## src/rtl/alu_serial_pkg.sv

```systemverilog
// Shared constants for the digit-serial ALU: control-code encodings,
// FSM state encodings and a small decode helper.
package alu_serial_pkg;

    typedef logic [1:0] alu_ctrl_t;

    localparam alu_ctrl_t ALU_ADD = 2'b00;
    localparam alu_ctrl_t ALU_SUB = 2'b01;
    localparam alu_ctrl_t ALU_AND = 2'b10;
    localparam alu_ctrl_t ALU_OR  = 2'b11;

    localparam logic [1:0] ST_IDLE = 2'd0;
    localparam logic [1:0] ST_BUSY = 2'd1;
    localparam logic [1:0] ST_DONE = 2'd2;

    function automatic logic is_arith(input alu_ctrl_t ctrl);
        return (ctrl == ALU_ADD) || (ctrl == ALU_SUB);
    endfunction

endpackage

```

## src/rtl/alu_digit.sv

```systemverilog
// Combinational DIGIT-bit ALU slice. For subtraction the caller supplies an
// already-inverted b and a carry-in of 1 on the first digit.
module alu_digit
    import alu_serial_pkg::*;
#(
    parameter int DIGIT = 4
) (
    input  logic [DIGIT-1:0] a,
    input  logic [DIGIT-1:0] b,
    input  logic             cin,
    input  alu_ctrl_t        ctrl,
    output logic [DIGIT-1:0] y,
    output logic             cout,
    output logic             c_msb
);

    logic [DIGIT:0]   chain;
    logic [DIGIT-1:0] sum;

    always_comb begin
        chain    = '0;
        sum      = '0;
        chain[0] = cin;
        for (int unsigned i = 0; i < DIGIT; i++) begin
            sum[i]     = a[i] ^ b[i] ^ chain[i];
            chain[i+1] = (a[i] & b[i]) | (a[i] & chain[i]) | (b[i] & chain[i]);
        end
    end

    always_comb begin
        y = sum;
        unique case (ctrl)
            ALU_AND: y = a & b;
            ALU_OR:  y = a | b;
            default: y = sum;
        endcase
    end

    // Non-arithmetic ops pass the carry through untouched.
    assign cout  = is_arith(ctrl) ? chain[DIGIT] : cin;
    assign c_msb = chain[DIGIT-1];

endmodule

```

## src/rtl/alu_serial.sv

```systemverilog
// Digit-serial ALU: accepts one op per input handshake, processes DIGIT bits
// per cycle LSB first, and presents result plus flags on an output handshake.
module alu_serial
    import alu_serial_pkg::*;
#(
    parameter int WIDTH = 32,
    parameter int DIGIT = 4
) (
    input  logic             clk,
    input  logic             reset,
    input  logic             in_valid,
    output logic             in_ready,
    input  logic [1:0]       ALUctrl,
    input  logic [WIDTH-1:0] src_a,
    input  logic [WIDTH-1:0] src_b,
    output logic             out_valid,
    input  logic             out_ready,
    output logic [WIDTH-1:0] result,
    output logic             zero,
    output logic             negative,
    output logic             carry,
    output logic             overflow
);

    localparam int N  = WIDTH / DIGIT;
    localparam int CW = (N > 1) ? $clog2(N) : 1;
    localparam logic [CW-1:0] LAST = CW'(N - 1);

    logic [1:0]       state_q, state_d;
    logic [CW-1:0]    cnt_q, cnt_d;
    logic [WIDTH-1:0] a_q, a_d;
    logic [WIDTH-1:0] b_q, b_d;
    logic [WIDTH-1:0] res_q, res_d;
    alu_ctrl_t        ctrl_q, ctrl_d;
    logic             carry_q, carry_d;
    logic             zacc_q, zacc_d;
    logic             zero_q, zero_d;
    logic             neg_q, neg_d;
    logic             cflag_q, cflag_d;
    logic             ovf_q, ovf_d;

    logic [DIGIT-1:0] dig_y;
    logic             dig_cout;
    logic             dig_cmsb;

    alu_digit #(
        .DIGIT(DIGIT)
    ) u_digit (
        .a    (a_q[DIGIT-1:0]),
        .b    (b_q[DIGIT-1:0]),
        .cin  (carry_q),
        .ctrl (ctrl_q),
        .y    (dig_y),
        .cout (dig_cout),
        .c_msb(dig_cmsb)
    );

    always_comb begin
        state_d = state_q;
        cnt_d   = cnt_q;
        a_d     = a_q;
        b_d     = b_q;
        res_d   = res_q;
        ctrl_d  = ctrl_q;
        carry_d = carry_q;
        zacc_d  = zacc_q;
        zero_d  = zero_q;
        neg_d   = neg_q;
        cflag_d = cflag_q;
        ovf_d   = ovf_q;

        unique case (state_q)
            ST_IDLE: begin
                if (in_valid) begin
                    a_d     = src_a;
                    b_d     = (ALUctrl == ALU_SUB) ? ~src_b : src_b;
                    ctrl_d  = ALUctrl;
                    carry_d = (ALUctrl == ALU_SUB);
                    cnt_d   = '0;
                    zacc_d  = 1'b0;
                    state_d = ST_BUSY;
                end
            end
            ST_BUSY: begin
                res_d  = {dig_y, res_q[WIDTH-1:DIGIT]};
                a_d    = a_q >> DIGIT;
                b_d    = b_q >> DIGIT;
                zacc_d = zacc_q | (|dig_y);
                cnt_d  = cnt_q + CW'(1);
                if (is_arith(ctrl_q)) begin
                    carry_d = dig_cout;
                end
                // Last digit: its slice holds the MSB, so all flags resolve here.
                if (cnt_q == LAST) begin
                    zero_d  = ~(zacc_q | (|dig_y));
                    neg_d   = dig_y[DIGIT-1];
                    cflag_d = is_arith(ctrl_q) ? dig_cout : 1'b0;
                    ovf_d   = is_arith(ctrl_q) ? (dig_cmsb ^ dig_cout) : 1'b0;
                    state_d = ST_DONE;
                end
            end
            ST_DONE: begin
                if (out_ready) begin
                    state_d = ST_IDLE;
                end
            end
            default: state_d = ST_IDLE;
        endcase
    end

    always_ff @(posedge clk or posedge reset) begin
        if (reset) begin
            state_q <= ST_IDLE;
            cnt_q   <= '0;
            a_q     <= '0;
            b_q     <= '0;
            res_q   <= '0;
            ctrl_q  <= ALU_ADD;
            carry_q <= 1'b0;
            zacc_q  <= 1'b0;
            zero_q  <= 1'b0;
            neg_q   <= 1'b0;
            cflag_q <= 1'b0;
            ovf_q   <= 1'b0;
        end else begin
            state_q <= state_d;
            cnt_q   <= cnt_d;
            a_q     <= a_d;
            b_q     <= b_d;
            res_q   <= res_d;
            ctrl_q  <= ctrl_d;
            carry_q <= carry_d;
            zacc_q  <= zacc_d;
            zero_q  <= zero_d;
            neg_q   <= neg_d;
            cflag_q <= cflag_d;
            ovf_q   <= ovf_d;
        end
    end

    assign in_ready  = (state_q == ST_IDLE);
    assign out_valid = (state_q == ST_DONE);
    assign result    = res_q;
    assign zero      = zero_q;
    assign negative  = neg_q;
    assign carry     = cflag_q;
    assign overflow  = ovf_q;

endmodule

```

## config.mk

```make
export PLATFORM = sky130hd
export DESIGN_NAME = alu_serial
export DESIGN_NICKNAME = d
export VERILOG_FILES = /design/src/rtl/alu_serial_pkg.sv /design/src/rtl/alu_digit.sv /design/src/rtl/alu_serial.sv
export SDC_FILE = /design/constraint.sdc
export NUM_CORES = 1
export LEC_CHECK = 0
export CAP_MARGIN = 20
export CORE_MARGIN = 10
export CORE_UTILIZATION = 37
export DETAILED_ROUTE_END_ITERATION = 12
export GPL_TIMING_DRIVEN = 0
export PLACE_DENSITY = 0.58
export SYNTH_ARGS = -nofsm -noshare
export SYNTH_HDL_FRONTEND = slang
export SYNTH_SLANG_ARGS = --single-unit
```

## constraint.sdc

```tcl
create_clock -name clk -period 4.8 [get_ports clk]
set_input_delay 0.96 -clock clk [delete_from_list [all_inputs] [get_ports clk]]
set_output_delay 0.96 -clock clk [all_outputs]
set_load 0.005 [all_outputs]
```

==> out/qor.tcl, run 1 <==
set qor(status) {complete, no violations}
set qor(hold_violations) 0
set qor(final-max-slew-violation-count) 0
set qor(async_flop_share_pct) 100
set qor(share_of_final_layout_standard_cells_stronger_than_drive_strength_1_pct) 7.75
set qor(die_h_um) 136
set qor(cts_setup_buffers) 0
set qor(critical-path-top-delay-family) {adder cells}
set qor(floorplan.core_area_um2) 13200
set qor(p_leak_nw) 3.00
set qor(design.final.nets) 712
set qor(drt-wirelength-per-cell_um) 16.0
set qor(cts_tree) {built}
set qor(path_clk_slew_ps) 80
set qor(drt_first_pass_iters) 4
set qor(max_freq_ghz) 0.367
set qor(ctsLongestPathBuffers) 2
set qor(multiInputGateArea_um2) 2050
set qor(largest_family_of_logic_cells_by_synthesized_area) {simple AND/OR/NAND/NOR gates}
set qor(synth-adder-area-share_pct) 4.10
set qor(ys_ff_latch) 109
set qor(synth_commonest_cells) {sky130_fd_sc_hd__nand2_1, sky130_fd_sc_hd__dfrtp_1, sky130_fd_sc_hd__nor2_1}
set qor(postSynthAreaPerCell_um2) 9.84
set qor(route.vias.total) 3894
set qor(io_pins) 108
set qor(cap_viol_max_count) 0
set qor(total_power_mw) 4.07
set qor(synth_xor_xnor_area_share_pct) 5.77
set qor(die_area_um2) 18600
set qor(postSynthNetCount) 593
set qor(worst_path_max_delay_cell) {sky130_fd_sc_hd__fa_1}
set qor(post_cts.resized_instances) 0
set qor(first_pass_grt_wire_length_um) 21200
set qor(hpwlAfterDp_um) 9730
set qor(start_to_end_type_of_the_worst_setup_path) {flip-flop to flip-flop}
set qor(netlist_instances) 509
set qor(worst_skew_pair.late_latency_ps) 350
set qor(port_buffers) 107
set qor(place_congestion) 0.769
set qor(filler_cell_count) 1277
set qor(grt_pass1_vias) 4070
set qor(cp_common_cell) {sky130_fd_sc_hd__fa_1}
set qor(ctsHtreeMaxLevel) 3
set qor(cts_root_buf) {sky130_fd_sc_hd__clkbuf_16}
set qor(netlist.top_cell.by_area) {sky130_fd_sc_hd__dfrtp_1}
set qor(worst-endpoint-arrival_ps) 2940
set qor(dr.first_iter.drc_count) 231
set qor(grt_setup_unrepaired) {no}
set qor(register_area_um2) 2730
set qor(worst_slew_margin_rel_pct) 62.6
set qor(crit_path_max_fanout) 3
set qor(post_synth_num_cell_types) 37
set qor(number_of_buffers_added_by_the_clock_tree_synthesis_step) 9
set qor(holdCritPathClass) {flip-flop to flip-flop}
set qor(numClockSinks) 109
set qor(final.period_utilization_pct) 56.8
set qor(route.detailed.vias_per_inst) 4.82
set qor(setup_tns_ps) 0
set qor(synth-compound-area-share_pct) 12.5
set qor(setup.worst_path.end_class) {flip-flop}
set qor(synthToLayoutAreaGrowth_pct) 31.7
set qor(synth_simple_gate_area_share_pct) 18.3
set qor(vdd_ir_drop_max_mv) 0.184
set qor(ctsHoldBuffers) 0
set qor(grt_resource_usage_total_pct) 14.2
set qor(die_extent_in_x_um) 136
set qor(critPathBufInv) 3
set qor(clock_skew_ps) 7.54
set qor(totalWireLength_um) 12900
set qor(postSynth.topFlopCell) {sky130_fd_sc_hd__dfrtp_1}
set qor(n_antenna_cell) 0
set qor(core.rowCount) 42
set qor(number_of_synthesized_flops_with_an_enable_pin) 0
set qor(cp.required_ps) 5010
set qor(synth_sequential_area_ratio_pct) 54.5
set qor(grt_max_degree) 74
set qor(synth.top_cell.area_share_pct) 54.5
set qor(synth_area_um2) 5010
set qor(start_util_pct) 37.8
set qor(number_of_antenna_violating_nets_in_the_routed_design) 0
set qor(global_route.overflow_total) 0
set qor(finalWorstPathRequiredPeriod_ps) 2730
set qor(ys_warn_count) 0
set qor(yosysMostFrequentCell) {sky130_fd_sc_hd__nand2_1}
set qor(drc) 0
set qor(powerDensity_nw_per_um2) 617
set qor(antenna_violations_before_repair) 0
set qor(setup_viol) 0
set qor(critPathLaunchType) {flip-flop}
set qor(critical_path.cell_chain) {inv_1 -> fa_1 -> inv_1 -> fa_1 -> fa_1 -> inv_1 -> fa_1 -> nor2b_1 -> a31o_2 -> nand4_1 -> o21ai_0}
set qor(rrSetupSlack_ps) 2070
set qor(ys_top_cells_by_area) {sky130_fd_sc_hd__dfrtp_1, sky130_fd_sc_hd__nand2_1, sky130_fd_sc_hd__xnor2_1}
set qor(critical_path.max_stage_delay_ps) 420
set qor(synth.mux.area_fraction_pct) 0.200
set qor(max_slew.worst_pin.slew_ps) 561
-- layout by cell type, fill, tap and decap left out, types with 13 or more instances in the layout --
| master | Yosys | routed |
|---|---|---|
| sky130_fd_sc_hd__a221o_1 | 24 | 24 |
| sky130_fd_sc_hd__buf_2 | 22 | 22 |
| sky130_fd_sc_hd__clkdlybuf4s50_1 | 0 | 107 |
| sky130_fd_sc_hd__dfrtp_1 | 109 | 109 |
| sky130_fd_sc_hd__inv_1 | 14 | 13 |
| sky130_fd_sc_hd__nand2_1 | 129 | 129 |
| sky130_fd_sc_hd__nor2_1 | 63 | 63 |
| sky130_fd_sc_hd__o21ai_0 | 14 | 14 |
| sky130_fd_sc_hd__o22ai_1 | 18 | 18 |
| sky130_fd_sc_hd__xnor2_1 | 32 | 32 |
-- sequential cells by signal, summed over array words and instances (netlist names) --
register / cells
state_q: 2
a_q: 32
negative: 1
cnt_q: 3
carry_q: 1
ctrl_q: 2
b_q: 32
zacc_q: 1
result: 32
carry: 1
overflow: 1
zero: 1
-- cells by family (layout without fill, tap and decap cells) --
family | Yosys count | in the layout
multiplexers | 1 | 1
AND/OR/NAND/NOR | 222 | 222
adder cells (fa/ha/maj) | 14 | 14
AO/OA/AOI/OAI | 82 | 82
XOR/XNOR | 33 | 33
buffers and inverters | 48 | 171
flip-flops | 109 | 109
-- path summary, 6_finish.rpt --
kind                                  end  startpoint  depth (start not counted)
worst max-delay path                 zero      a_q[0]                         11
worst min-delay path            result[0]   result[0]                          2
worst max register to register       zero      a_q[0]                         11
worst min register to register  result[0]   result[0]                          2
max in group asynchronous        overflow       reset                          3
min in group asynchronous       result[0]       reset                          2
-- layer usage --
layer / GRT usage, % / vias up / share of wire [%]
met3: 3.25 / 5 / 4.8
met5: 0 / - / 0
met1: 18.5 / 1864 / 46
met2: 23.3 / 86 / 49
met4: 3.73 / 0 / 0.59
li1: - / 1939 / -
-- report_power, final --
group	total, mW	switching (mW)	leakage (nW)	internal (mW)
Sequential	1.59	0.266	1.37	1.32
Combinational	1.79	0.919	1.49	0.866
Clock	0.696	0.343	0.133	0.353
Total	4.07	1.53	3.00	2.54
-- through the flow --
step | instance area (um^2) | utilization, % | hold WS (ps) | setup WS [ps] | cells
after floorplan | 5010 | - | 446 | 966 | 509
after global placement | 6300 | 47.6 | 460 | -618 | 792
after detailed placement | 6330 | 47.8 | 462 | 2060 | 793
after CTS | 6590 | 49.8 | 481 | 2060 | 808
after global routing | 6590 | 49.8 | 503 | 1900 | 808
final | 6590 | 49.8 | 478 | 2070 | 808
-- layout make-up --
cell class / count / area share, %
Buffer: 34 / 2.75
Clock buffer: 10 / 3.47
Clock inverter: 5 / 0.550
Inverter: 14 / 0.835
Multi-Input combinational cell: 352 / 31.0
Sequential cell: 109 / 41.4
Tap cell: 176 / 3.34
Timing Repair Buffer: 108 / 16.7
-- worst register-to-register path, delay by kind of cell, from the launching register on --
family | cells | cell delay (ps)
AOI/OAI and AO/OA | 2 | 310
adders and majority gates | 4 | 1400
buffers and inverters | 3 | 270
DFF | 1 | 380
and+or+nand+nor | 2 | 240
(Power assumes the default switching activity.)
==> run 2, diff against run 1 <==
PLACE_DENSITY = 0.61   (was 0.58)
clock period = 2.4 ns   (was 4.8 ns; I/O delays follow)
==> out/qor.tcl, run 2 (synthesized netlist as in run 1, its figures left out) <==
set qor(synthToLayoutAreaGrowth_pct) 35.6
set qor(ctsHtreeMaxLevel) 3
set qor(grt_pass1_vias) 4131
set qor(antenna_violations_before_repair) 0
set qor(grt_resource_usage_total_pct) 14.5
set qor(cts_root_buf) {sky130_fd_sc_hd__clkbuf_16}
set qor(start_to_end_type_of_the_worst_setup_path) {flip-flop to flip-flop}
set qor(critPathBufInv) 3
set qor(worst_slew_margin_rel_pct) 63.5
set qor(final-max-slew-violation-count) 0
set qor(layout.cells.most_common) {sky130_fd_sc_hd__nand2_1}
set qor(postLayoutSetupSlackWorst_ps) -213
set qor(design.final.nets) 724
set qor(number_of_antenna_violating_nets_in_the_routed_design) 0
set qor(clock_skew_ps) 9.15
set qor(die_area_um2) 18600
set qor(final.hold.worst_slack_ps) 482
set qor(n_antenna_cell) 0
set qor(critPathLaunchType) {flip-flop}
set qor(totalWireLength_um) 13100
set qor(most-common-layout-cells) {sky130_fd_sc_hd__nand2_1, sky130_fd_sc_hd__dfrtp_1, sky130_fd_sc_hd__clkdlybuf4s50_1}
set qor(hpwlAfterDp_um) 10000
set qor(critical_path.max_stage_delay_ps) 420
set qor(io_pins) 108
set qor(critical_path.cell_chain) {inv_2 -> fa_2 -> inv_2 -> fa_2 -> fa_2 -> inv_2 -> fa_1 -> nor2b_4 -> a31o_4 -> nand4_1 -> o21ai_1}
set qor(crit_end) {zero}
set qor(hold_violations) 0
set qor(powerDensity_nw_per_um2) 1280
set qor(crit-reg2reg-launch) {b_q[0]}
set qor(filler_cell_count) 1269
set qor(crit_path_max_fanout) 3
set qor(place_congestion) 0.762
set qor(grt_max_degree) 35
set qor(number_of_buffers_added_by_the_clock_tree_synthesis_step) 9
set qor(drt_first_pass_iters) 4
set qor(drc) 0
set qor(route.detailed.vias_per_inst) 4.87
set qor(p_leak_nw) 3.08
set qor(cap_viol_max_count) 0
set qor(numPlacedInstances) 795
set qor(cell_internal_pwr_mw) 5.47
set qor(floorplan.core_area_um2) 13200
set qor(violations_in_the_final_reports) {negative setup slack}
set qor(max_freq_ghz) 0.383
set qor(worst_path_max_delay_cell) {sky130_fd_sc_hd__fa_1}
set qor(status) {finished, violations left}
set qor(worst_reg2reg_path_endpoint) {zero}
set qor(vdd_ir_drop_max_mv) 0.442
set qor(final.period_utilization_pct) 109
set qor(die_extent_in_x_um) 136
set qor(die_h_um) 136
set qor(path_clk_slew_ps) 70
set qor(port_buffers) 107
set qor(combPwrFrac_pct) 44.7
set qor(global_route.overflow_total) 0
set qor(post_layout_instance_count_excluding_filler_cells) 821
set qor(critical_path_depth) 11
set qor(cts_tree) {built}
set qor(core.rowCount) 42
set qor(total_switching_power_mw) 3.19
set qor(worst_hold_startpoint) {a_q[9]}
set qor(final_util_pct) 51.3
set qor(cp.required_ps) 2620
set qor(ctsLongestPathBuffers) 2
set qor(source_of_the_critical_timing_path) {b_q[0]}
set qor(setup.worst_path.end_class) {flip-flop}
set qor(grt_setup_unrepaired) {yes}
set qor(first_pass_grt_wire_length_um) 21500
set qor(share_of_final_layout_standard_cells_stronger_than_drive_strength_1_pct) 11.5
set qor(route.vias.total) 3996
set qor(drt-wirelength-per-cell_um) 16.0
set qor(worst_skew_pair.late_latency_ps) 350
set qor(reg2reg_depth) 11
set qor(numClockSinks) 109
set qor(setup_tns_ps) -813
set qor(dr.first_iter.drc_count) 338
set qor(finalWorstPathRequiredPeriod_ps) 2610
set qor(setup_viol) 4
set qor(power_switching_share_pct) 36.8
set qor(rrSetupSlack_ps) -210
set qor(worst-endpoint-arrival_ps) 2840
set qor(start_util_pct) 37.8
set qor(holdCritPathClass) {flip-flop to flip-flop}
set qor(max_slew.worst_pin.slew_ps) 547
set qor(clock_power_share_pct) 18.2
set qor(critical-path-top-delay-family) {adder cells}
set qor(power.share.sequential_pct) 37.1
## run 2: changes by cell type in the layout (fill, tap and decap cells not counted), sizes merged
cell,change
clkbuf,+1
clkinvlp,+2
inv,-2
clkinv,-1
buf,+12
bufinv,+1
## run 2: worst min-delay path by stage
| stage | cells past startpoint | slack [ps] | endpoint |
|---|---|---|---|
| 3_3_place_gp | 2 | 460 | result[3] |
| 5_1_grt | 2 | 510 | a_q[5] |
| 4_1_cts | 2 | 480 | a_q[9] |
| 3_5_place_dp | 2 | 460 | a_q[9] |
| 6_report | 2 | 480 | a_q[9] |
| 2_1_floorplan | 2 | 450 | a_q[4] |
## run 2: per-stage QoR
stage | total power [mW] | worst slack, ps | cell area, um^2
2_1_floorplan | 5.42 | -20.3 | 5020
4_1_cts | 8.58 | -148 | 6730
6_report | 8.66 | -213 | 6790
3_5_place_dp | 6.90 | -211 | 6370
5_1_grt | 9.38 | -333 | 6790
3_3_place_gp | 6.75 | -446 | 6310
## run 2: power groups by stage
stage | Sequential (mW) | Combinational, mW | Clock (mW)
finish | 3.21 | 3.87 | 1.58
global route | 3.32 | 4.37 | 1.68
CTS | 3.22 | 3.76 | 1.61
detailed placement | 3.25 | 3.66 | 0
global placement | 3.21 | 3.54 | 0
floorplan | 3.11 | 2.30 | 0
## run 2: tightest hold or removal path, delay by kind of cell, from the launching register on
family           cells  cell delay, ps
AND/OR/NAND/NOR      2             110
flip-flops           1             350
## run 2: cell type report
class / instances / area, um^2 / share of cell area (%)
Tap cell: 176 / 220 / 3.24
Buffer: 34 / 181 / 2.67
Clock inverter: 5 / 66.3 / 0.977
Sequential cell: 109 / 2730 / 40.2
Clock buffer: 11 / 253 / 3.72
Inverter: 14 / 56.3 / 0.829
Timing Repair Buffer: 120 / 1210 / 17.8
Multi-Input combinational cell: 352 / 2080 / 30.6
## run 2: metal layers
layer	part of all wire [%]	GRT usage [%]	vias to the layer above	wire [um]
met5	0	0	-	0
met1	44	18.2	1919	5770
met4	1.7	5.09	0	224
met2	48	23.5	100	6330
li1	-	-	1963	-
met3	6.3	3.65	14	830
## run 2: repair_timing
| action | 4_1_cts | 5_1_grt |
|---|---|---|
| hold buffers | 0 | 0 |
| hold endpoints to repair | 0 | 0 |
| resized for setup | 1 | 8 |
| buffers inserted | 6 | 4 |
| pin swaps | 2 | 6 |
| cloned | 0 | 0 |
| setup endpoints to repair | 4 | 4 |
==> run 3, diff against run 2 <==
CTS_CLUSTER_SIZE = 16   (was default)
==> results of run 3 <==
The final DEF is identical to that of run 2; final timing and power are the same.
